**src/rtl/ddr3_bank_engine_pkg.sv**
```systemverilog
// Shared types and defaults for the per-bank DDR3 sequencer.
//   ddr3_cmd_t   : command code presented to cmd_gen
//   bank_state_t : bank sequencer state
//   DEF_*        : default geometry and timing values
//   timer_load() : reload value for a look-ahead down-counter
package ddr3_bank_engine_pkg;

  typedef enum logic [2:0] {
    CMD_NOP       = 3'd0,
    CMD_ACTIVATE  = 3'd1,
    CMD_READ      = 3'd2,
    CMD_WRITE     = 3'd3,
    CMD_PRECHARGE = 3'd4
  } ddr3_cmd_t;

  typedef enum logic [1:0] {
    IDLE        = 2'd0,
    ACTIVATING  = 2'd1,
    ACTIVE      = 2'd2,
    PRECHARGING = 2'd3
  } bank_state_t;

  localparam int unsigned DEF_ROW_BITS   = 14;
  localparam int unsigned DEF_COL_BITS   = 10;
  localparam int unsigned DEF_ADDR_WIDTH = 14;

  localparam int unsigned DEF_T_RCD = 6;
  localparam int unsigned DEF_T_RAS = 15;
  localparam int unsigned DEF_T_RP  = 6;
  localparam int unsigned DEF_T_WR  = 6;
  localparam int unsigned DEF_T_RTP = 4;

  // Command offers are registered, so the decision for an offer at event+T
  // is made in cycle event+T-1; loading T-1 lines the look-ahead flag up with it.
  function automatic int unsigned timer_load(input int unsigned t);
    return (t > 0) ? t - 1 : 0;
  endfunction

endpackage

```
**src/rtl/ddr3_bank_engine_timer.sv**
```systemverilog
// ddr3_timer: saturating down-counter used for the bank timing constraints.
//   clk, rst_n : clock, synchronous active-low reset (count clears to 0)
//   load       : load value into the counter this cycle
//   value      : reload value
//   zero_next  : counter will read zero in the next cycle (count <= 1)
module ddr3_timer #(
  parameter int unsigned CNT_W = 5
) (
  input  logic             clk,
  input  logic             rst_n,
  input  logic             load,
  input  logic [CNT_W-1:0] value,
  output logic             zero_next
);

  logic [CNT_W-1:0] cnt;

  always_ff @(posedge clk) begin
    if (!rst_n) begin
      cnt <= '0;
    end else if (load) begin
      cnt <= value;
    end else if (cnt != '0) begin
      cnt <= cnt - 1'b1;
    end
  end

  assign zero_next = (cnt <= CNT_W'(1));

endmodule

```
**src/rtl/ddr3_bank_engine.sv**
```systemverilog
// ddr3_bank_engine: per-bank DDR3 sequencer between the request arbiter and
// cmd_gen. Tracks the open row and issues ACT/RD/WR/PRE under tRCD, tRAS,
// tRP, tWR and tRTP, with open or closed page policy and a refresh drain.
//   req_valid/req_ready/req_rnw/req_row/req_col : single-entry request port
//   cmd_valid/cmd_ready/cmd_type/cmd_addr       : command handshake to cmd_gen
//   ref_req/ref_ack                             : refresh drain handshake
//   state/busy/open_row_valid/open_row          : status
module ddr3_bank_engine
  import ddr3_bank_engine_pkg::*;
#(
  parameter int          BANK_ID     = 0,
  parameter int unsigned ROW_BITS    = DEF_ROW_BITS,
  parameter int unsigned COL_BITS    = DEF_COL_BITS,
  parameter int unsigned ADDR_WIDTH  = DEF_ADDR_WIDTH,
  parameter int unsigned T_RCD       = DEF_T_RCD,
  parameter int unsigned T_RAS       = DEF_T_RAS,
  parameter int unsigned T_RP        = DEF_T_RP,
  parameter int unsigned T_WR        = DEF_T_WR,
  parameter int unsigned T_RTP       = DEF_T_RTP,
  parameter int unsigned CLOSED_PAGE = 0,
  parameter int unsigned CNT_W       = 5
) (
  input  logic                  clk,
  input  logic                  rst_n,
  input  logic                  req_valid,
  output logic                  req_ready,
  input  logic                  req_rnw,
  input  logic [ROW_BITS-1:0]   req_row,
  input  logic [COL_BITS-1:0]   req_col,
  output logic                  cmd_valid,
  input  logic                  cmd_ready,
  output ddr3_cmd_t             cmd_type,
  output logic [ADDR_WIDTH-1:0] cmd_addr,
  input  logic                  ref_req,
  output logic                  ref_ack,
  output bank_state_t           state,
  output logic                  busy,
  output logic                  open_row_valid,
  output logic [ROW_BITS-1:0]   open_row
);

  if (ADDR_WIDTH < ROW_BITS || ADDR_WIDTH < COL_BITS) begin : g_bad_addr
    $error("ddr3_bank_engine: ADDR_WIDTH narrower than row or column");
  end
  if (BANK_ID < 0) begin : g_bad_bank
    $error("ddr3_bank_engine: BANK_ID must be non-negative");
  end

  localparam logic [CNT_W-1:0] LD_RCD = CNT_W'(timer_load(T_RCD));
  localparam logic [CNT_W-1:0] LD_RAS = CNT_W'(timer_load(T_RAS));
  localparam logic [CNT_W-1:0] LD_RP  = CNT_W'(timer_load(T_RP));
  localparam logic [CNT_W-1:0] LD_WR  = CNT_W'(timer_load(T_WR));
  localparam logic [CNT_W-1:0] LD_RTP = CNT_W'(timer_load(T_RTP));

  logic                pending;
  logic                pend_rnw;
  logic [ROW_BITS-1:0] pend_row;
  logic [COL_BITS-1:0] pend_col;

  logic                req_fire;
  logic                cmd_fire;
  logic                act_fire;
  logic                rw_fire;
  logic                pre_fire;
  logic [CNT_W-1:0]    rec_val;

  // Pending view including a request accepted this cycle, so the first
  // command can be offered in the cycle right after acceptance.
  logic                eff_pend;
  logic                eff_rnw;
  logic [ROW_BITS-1:0] eff_row;
  logic [COL_BITS-1:0] eff_col;

  logic rcd_zn;
  logic ras_zn;
  logic rp_zn;
  logic rec_zn;

  always_comb begin
    req_ready = rst_n && !pending && !ref_req && (state == IDLE || state == ACTIVE);
    req_fire  = req_valid && req_ready;
    cmd_fire  = cmd_valid && cmd_ready;
    act_fire  = cmd_fire && (cmd_type == CMD_ACTIVATE);
    rw_fire   = cmd_fire && (cmd_type == CMD_READ || cmd_type == CMD_WRITE);
    pre_fire  = cmd_fire && (cmd_type == CMD_PRECHARGE);
    rec_val   = (cmd_type == CMD_READ) ? LD_RTP : LD_WR;
    eff_pend  = pending || req_fire;
    eff_rnw   = pending ? pend_rnw : req_rnw;
    eff_row   = pending ? pend_row : req_row;
    eff_col   = pending ? pend_col : req_col;
    ref_ack   = rst_n && ref_req && !pending && (state == IDLE);
    busy      = (state != IDLE) || pending;
  end

  ddr3_timer #(.CNT_W(CNT_W)) u_trcd (
    .clk(clk), .rst_n(rst_n), .load(act_fire), .value(LD_RCD), .zero_next(rcd_zn)
  );
  ddr3_timer #(.CNT_W(CNT_W)) u_tras (
    .clk(clk), .rst_n(rst_n), .load(act_fire), .value(LD_RAS), .zero_next(ras_zn)
  );
  ddr3_timer #(.CNT_W(CNT_W)) u_trp (
    .clk(clk), .rst_n(rst_n), .load(pre_fire), .value(LD_RP), .zero_next(rp_zn)
  );
  ddr3_timer #(.CNT_W(CNT_W)) u_trec (
    .clk(clk), .rst_n(rst_n), .load(rw_fire), .value(rec_val), .zero_next(rec_zn)
  );

  always_ff @(posedge clk) begin
    if (!rst_n) begin
      state          <= IDLE;
      cmd_valid      <= 1'b0;
      cmd_type       <= CMD_NOP;
      cmd_addr       <= '0;
      open_row       <= '0;
      open_row_valid <= 1'b0;
      pending        <= 1'b0;
      pend_rnw       <= 1'b0;
      pend_row       <= '0;
      pend_col       <= '0;
    end else begin
      if (req_fire) begin
        pending  <= 1'b1;
        pend_rnw <= req_rnw;
        pend_row <= req_row;
        pend_col <= req_col;
      end

      if (cmd_fire) begin
        // No new offer on a handshake edge: timers reload on this edge and
        // their flags are only meaningful from the next cycle.
        cmd_valid <= 1'b0;
        cmd_type  <= CMD_NOP;
        cmd_addr  <= '0;
        case (cmd_type)
          CMD_ACTIVATE: begin
            open_row       <= pend_row;
            open_row_valid <= 1'b1;
            state          <= ACTIVATING;
          end
          CMD_READ, CMD_WRITE: begin
            pending <= 1'b0;
          end
          CMD_PRECHARGE: begin
            open_row_valid <= 1'b0;
            state          <= PRECHARGING;
          end
          default: ;
        endcase
      end else if (!cmd_valid) begin
        case (state)
          IDLE: begin
            if (eff_pend) begin
              cmd_valid <= 1'b1;
              cmd_type  <= CMD_ACTIVATE;
              cmd_addr  <= ADDR_WIDTH'(eff_row);
            end
          end
          ACTIVATING: begin
            if (rcd_zn) begin
              state     <= ACTIVE;
              cmd_valid <= 1'b1;
              cmd_type  <= pend_rnw ? CMD_READ : CMD_WRITE;
              cmd_addr  <= ADDR_WIDTH'(pend_col);
            end
          end
          ACTIVE: begin
            if (eff_pend && eff_row == open_row) begin
              cmd_valid <= 1'b1;
              cmd_type  <= eff_rnw ? CMD_READ : CMD_WRITE;
              cmd_addr  <= ADDR_WIDTH'(eff_col);
            end else if ((eff_pend || ref_req || CLOSED_PAGE != 0) && ras_zn && rec_zn) begin
              cmd_valid <= 1'b1;
              cmd_type  <= CMD_PRECHARGE;
              cmd_addr  <= '0;
            end
          end
          PRECHARGING: begin
            if (rp_zn) begin
              state <= IDLE;
              if (eff_pend) begin
                cmd_valid <= 1'b1;
                cmd_type  <= CMD_ACTIVATE;
                cmd_addr  <= ADDR_WIDTH'(eff_row);
              end
            end
          end
          default: state <= IDLE;
        endcase
      end
    end
  end

endmodule
```
**config.mk**
```make
export PLATFORM = sky130hd
export DESIGN_NAME = ddr3_bank_engine
export DESIGN_NICKNAME = d
export VERILOG_FILES = /design/src/rtl/ddr3_bank_engine_pkg.sv /design/src/rtl/ddr3_bank_engine_timer.sv /design/src/rtl/ddr3_bank_engine.sv
export SDC_FILE = /design/constraint.sdc
export NUM_CORES = 1
export LEC_CHECK = 0
export ABC_AREA = 1
export CAP_MARGIN = 30
export CORE_ASPECT_RATIO = 1.25
export CORE_MARGIN = 2
export CORE_UTILIZATION = 54
export CTS_CLUSTER_DIAMETER = 30
export CTS_CLUSTER_SIZE = 12
export DETAILED_ROUTE_END_ITERATION = 7
export PLACE_DENSITY = 0.8
export SLEW_MARGIN = 0
export SYNTH_ARGS = -nofsm -noshare
export SYNTH_HDL_FRONTEND = slang
export SYNTH_SLANG_ARGS = --single-unit
```
**constraint.sdc**
```tcl
create_clock -name clk -period 2.29 [get_ports clk]
set_input_delay 0.687 -clock clk [delete_from_list [all_inputs] [get_ports clk]]
set_output_delay 0.687 -clock clk [all_outputs]
set_load 0.01 [all_outputs]
```
==> results.tsv, run 1 <==
metric	value	unit
critical-path-top-delay-family	simple AND/OR/NAND/NOR gates	
min_period	2.228	ns
worstPathRequired	2.55	ns
hold_slack	0.4513	ns
gp_congestion	0.9355	
grt-ovfl-total	0	
floorplan.initialDensity	55.56	%
layout_commonest_cell	nand2_1	
hold_viol	0	
path_max_fanout	7	
fmax	0.4489	GHz
power.density	834.9	nW/um^2
critPathBufInv	1	
syn_nets	700	
synth-edff-count	0	
dp_hpwl	8714	um
crit_path_max_incr_delay	0.46	ns
post-place-ws	-0.3996	ns
cts.reportedPaths.clkPinSlew	0.09	ns
reg2regPathDepth	8	
die_x	83.85	um
worst_pin_slew	0.5715	ns
maxCapViolCount	0	
period_share	97.28	%
clk_latency	0.37	ns
worstPathCellList	or2_2 > nor3_1 > nor2_1 > nor3_1 > nand2_4 > buf_4 > o21ai_0 > nor2_1	
cts_root_buf	clkbuf_8	
grt_first_pass_wirelength	19240	um
peakVddDrop	0.5893	mV
cts-htree-levels	3	
async_flop_share	0	%
crit_arrival	2.49	ns
synthesis.instances	655	
min_path_cells	2	
ctsHoldBuffers	0	
outcome	completed	
cts_sinks	81	
drt-pass1-iter-count	5	
crit_type	reg2reg	
fp.coreArea	7747	um^2
io_buffers	67	
drive_above_1_share	16.08	%
final_core_util	75.63	%
hold_path_class	reg2reg	
via_count	4672	
ys_seq_area_share	37.67	%
worst_slack	0.06220	ns
drtIter0Drc	266	
syn-mean-instance-area	6.571	um^2
setup_tns	0	ns
ys_types	34	
dpl_cell_area	5368	um^2
n_fill_cell	609	
cts_made_buffers	9	
cts_buffer_depth	2	
slowest_stage	nor3_1	
worstSetupPathDepth	8	
nets	812	
num_rows	36	
relSlewSlack	61.61	%
ios	68	
fin_cells	866	
grt.total_usage	27.35	%
routed_via_density	5.395	
ant_nets	0	
drcViolationCount	0	
dp_cells	845	
setup_viol	0	
die_h	103.8	um
drt-wirelength-per-cell	14.21	um
slew_violations	0	
clock_skew	0.01016	ns
start_kind	register	
yosysWarnings	0	
synth_flop_cell	dfxtp_1	
ys_ff_latch	81	
netlist_area	4304	um^2
n_antenna_cell	0	
design_area	5859	um^2
antenna_found_initial	0	
p_leak	2.755	nW
die_area	8705	um^2
area_delta_synth_final	36.13	%
total_power	4.892	mW
layout_common_cells	nand2_1, nor2_1, dfxtp_1	
crit_path_end_kind	register	
grt_max_degree	32	
drt_wl_total	12310	um
grt_pass1_vias	4357	
cts_tree	built	
cell type report:
type | instances | area, um^2 | share of cell area, %
clock buffers | 10 | 137.6 | 2.349
repair buffers | 127 | 1200 | 20.48
inverters | 82 | 312.8 | 5.338
multi-input cells | 466 | 2336 | 39.87
flip-flops and latches | 81 | 1627 | 27.76
well taps | 95 | 118.9 | 2.029
clock inverters | 5 | 127.6 | 2.178
registers in the layout, indices dropped and copies added (netlist names):
name / cells
pend_rnw: 1
pend_col: 10
state: 2
u_trcd.cnt: 5
cmd_addr: 14
pending: 1
u_trec.cnt: 5
pend_row: 14
open_row_valid: 1
u_trp.cnt: 5
u_tras.cnt: 5
cmd_valid: 1
open_row: 14
cmd_type: 3
worst register-to-register path, stage by stage, from the launching register on:
cell and delay [ns]:
dfxtp_1 0.33, or2_2 0.32, nor3_1 0.30, nor2_1 0.08, nor3_1 0.46, nand2_4 0.19
buf_4 0.18, o21ai_0 0.19, nor2_1 0.07
layer usage:
metal,up-vias,global-route usage (%),routed length (um)
li1,2317,-,-
met1,2120,32.09,4828
met2,187,45.43,6050
met3,48,4.542,695
met4,0,18.20,732
met5,-,0,0
final timing paths:
path	end	start	slack [ns]
max	cmd_type[2]$_SDFFE_PP0P_	u_trp.cnt[3]$_SDFFE_PP0P_	0.06
min	u_trcd.cnt[4]$_SDFFE_PP0P_	u_trcd.cnt[4]$_SDFFE_PP0P_	0.45
min reg2reg	u_trcd.cnt[4]$_SDFFE_PP0P_	u_trcd.cnt[4]$_SDFFE_PP0P_	0.45
max reg2reg	cmd_type[2]$_SDFFE_PP0P_	u_trp.cnt[3]$_SDFFE_PP0P_	0.06
report_power, final:
group	switching, mW	internal (mW)	leakage (nW)	total [mW]
Combinational	1.01	0.739	1.96	1.75
Sequential	0.130	1.62	0.664	1.75
Clock	0.538	0.858	0.129	1.40
kinds of logic after synthesis:
family	count (synthesis)	synth area share (%)
flip-flops	81	37.67
AND/OR/NAND/NOR	315	30.26
buffers and inverters	108	10.49
XOR/XNOR	7	1.424
adder cells (fa/ha/maj)	15	4.360
AO/OA/AOI/OAI	129	15.79
what timing repair did:
action / in CTS / in global routing
endpoints found under the setup margin: 5 / 26
setup buffers: 1 / 4
hold endpoints to repair: 0 / 0
pin swaps: 1 / 20
cloned: 0 / 1
resized for setup: 13 / 55
synth_stat cells (4+ instances only):
master / instances / area (um^2)
inv_1: 79 / 296.5
buf_4: 4 / 30.03
nor2_1: 91 / 341.6
buf_6: 4 / 45.04
clkbuf_1: 17 / 63.81
nor3_1: 6 / 30.03
o21ai_0: 51 / 255.2
dfxtp_1: 81 / 1622
ha_1: 15 / 187.7
nand4_1: 9 / 56.30
a21oi_1: 54 / 270.3
a211oi_1: 4 / 30.03
nand2_1: 167 / 626.9
o22ai_1: 11 / 68.82
o21ai_1: 4 / 20.02
xor2_1: 5 / 43.79
nand3_1: 29 / 145.1
Power figures use the tool's default switching activity.
==> run 2, diff against run 1 <==
CORE_MARGIN = 5   (was 2)
==> results.tsv, run 2 (synthesis gave the netlist of run 1 again) <==
metric	value	unit	change
peakVddDrop	0.5021	mV	-15%
total_power	4.581	mW	-6.3%
fmax	0.4492	GHz	about the same
floorplan.initialDensity	55.23	%	-0.32 points
area_delta_synth_final	33.60	%	
hold_path_class	reg2reg		
path_max_fanout	6		-1
drt-wirelength-per-cell	14.17	um	-0.26%
n_antenna_cell	0		unchanged
drcViolationCount	0		unchanged
worst_slack	0.06388	ns	+0.001674 ns
min_period	2.226	ns	-0.001674 ns
gp_congestion	0.8505		-9.1%
io_buffers	67		unchanged
clk_latency	0.37	ns	about the same
outcome	completed		
drive_above_1_share	14.55	%	-1.5 points
ios	68		unchanged
cts_made_buffers	9		unchanged
start_kind	primary input		
cts_buffer_depth	2		unchanged
layout_common_cells	nand2_1, nor2_1, dfxtp_1		
crit_type	in2reg		
dp_hpwl	8754	um	+0.46%
die_x	89.85	um	+7.2%
crit_path_end_kind	register		
post-place-ws	-0.3981	ns	+0.001543 ns
period_share	97.21	%	about the same
m1WireLength	4801	um	-0.56%
crit_arrival	2.53	ns	+0.04 ns
num_rows	36		unchanged
worstPathRequired	2.60	ns	+0.05 ns
nets	810		-0.25%
setup_viol	0		unchanged
rr_endpoint	cmd_addr[8]$_SDFFE_PP0P_		
wl_met2	6029	um	-0.35%
topRoutingLayerUsed	met4		
p_leak	2.643	nW	-4.1%
grt_first_pass_wirelength	19550	um	+1.6%
wl_met3	765	um	+10%
fp.coreArea	7792	um^2	+0.58%
power.share.clock	24.5	%	-4.0 points
slew_violations	0		unchanged
grt-ovfl-total	0		unchanged
seq_power_share	38.1	%	+2.4 points
ant_nets	0		unchanged
antenna_found_initial	0		unchanged
r2r_slack	0.16	ns	+0.10 ns
drt_wl_total	12260	um	-0.37%
die_area	9867	um^2	+13%
reg2regPathDepth	14		+6
crit_start	req_row[7]		
endpoint	cmd_addr[8]$_SDFFE_PP0P_		
cts.reportedPaths.clkPinSlew	0.08	ns	about the same
layout_commonest_cell	nand2_1		
switching_power	1.630	mW	-2.7%
relSlewSlack	59.65	%	-2.0 points
drt-pass1-iter-count	5		unchanged
grt_pass1_vias	4513		+3.6%
grt_max_degree	32		unchanged
cts_root_buf	clkbuf_8		
clock_skew	0.01010	ns	-0.00005830 ns
routed_via_density	5.357		-0.70%
worst_r2r_startpoint	pending$_SDFF_PN0_		
p_int	2.951	mW	-8.2%
top_regs	cmd_addr x14, open_row x14, pend_row x14		
setup_tns	0	ns	unchanged
swShare	35.58	%	+1.3 points
hold_viol	0		unchanged
grt.total_usage	24.44	%	-2.9 points
drtIter0Drc	292		+9.8%
worst_pin_slew	0.6019	ns	+0.03041 ns
cts_tree	built		
die_h	109.8	um	+5.8%
cts-htree-levels	3		unchanged
via_count	4634		-0.81%
power.density	796.7	nW/um^2	-4.6%
maxCapViolCount	0		unchanged
p_comb_share	37.5	%	+1.8 points
cts_sinks	81		unchanged
## run 2: how the worst min path moves through the flow
stage,start,to,slack [ns],cells past startpoint
final,open_row_valid$_SDFFE_PN0P_,open_row_valid$_SDFFE_PN0P_,0.44,2
after global routing,u_trcd.cnt[4]$_SDFFE_PP0P_,u_trcd.cnt[4]$_SDFFE_PP0P_,0.47,2
after CTS,open_row_valid$_SDFFE_PN0P_,open_row_valid$_SDFFE_PN0P_,0.45,2
after detailed placement,open_row_valid$_SDFFE_PN0P_,open_row_valid$_SDFFE_PN0P_,0.43,2
after global placement,open_row_valid$_SDFFE_PN0P_,open_row_valid$_SDFFE_PN0P_,0.43,2
after floorplan,u_trcd.cnt[4]$_SDFFE_PP0P_,u_trcd.cnt[4]$_SDFFE_PP0P_,0.42,2
## run 2: worst max-delay path, stage by stage
cell	delay, ns
clkdlybuf4s50_1	0.42
nand2_1	0.11
nand2_1	0.07
nand2_1	0.06
nand2_1	0.09
nor2_4	0.14
nand2_2	0.08
nor2_4	0.15
nand3_2	0.12
nand3_4	0.11
nand2_8	0.10
clkbuf_16	0.19
nand2_1	0.05
nand2_1	0.04
nor2_1	0.10
## run 2: cell type report
cell class	instances	area, um^2
Timing Repair Buffer	124	1151
Fill cell	611	2042
Multi-Input combinational cell	467	2335
Inverter	82	315.3
Clock inverter	2	35.03
Sequential cell	81	1623
Tap cell	95	118.9
Clock buffer	14	172.7
## run 2: routing by layer
metal  up-vias  track usage, %
met1      2099           26.50
met4         0           17.66
met2       174           42.68
met5         -               0
met3        49           4.791
li1       2312               -
## run 2: timing repair
| action | CTS | global route |
|---|---|---|
| buffers inserted | 1 | 1 |
| cloned | 0 | 2 |
| gates resized for setup | 9 | 43 |
| endpoints found under the setup margin | 5 | 18 |
| pin swaps | 1 | 16 |
| hold buffers | 0 | 0 |
## run 2: metrics by stage
step           hold WS (ns)  area [um^2]  utilization, %  cells
2_1_floorplan        0.4225         4304               -    655
3_3_place_gp         0.4305         5368           68.88    845
3_5_place_dp         0.4312         5368           68.88    845
4_1_cts              0.4467         5585           71.68    862
5_1_grt              0.4729         5751           73.80    865
6_report             0.4440         5751           73.80    865
## run 2: power by group through the flow
stage / Clock, mW / Combinational (mW) / Sequential (mW)
2_1_floorplan: 0 / 1.09 / 1.77
3_3_place_gp: 0 / 1.57 / 1.76
3_5_place_dp: 0 / 1.63 / 1.77
4_1_cts: 1.13 / 1.64 / 1.74
5_1_grt: 1.19 / 1.93 / 1.76
6_report: 1.12 / 1.72 / 1.74
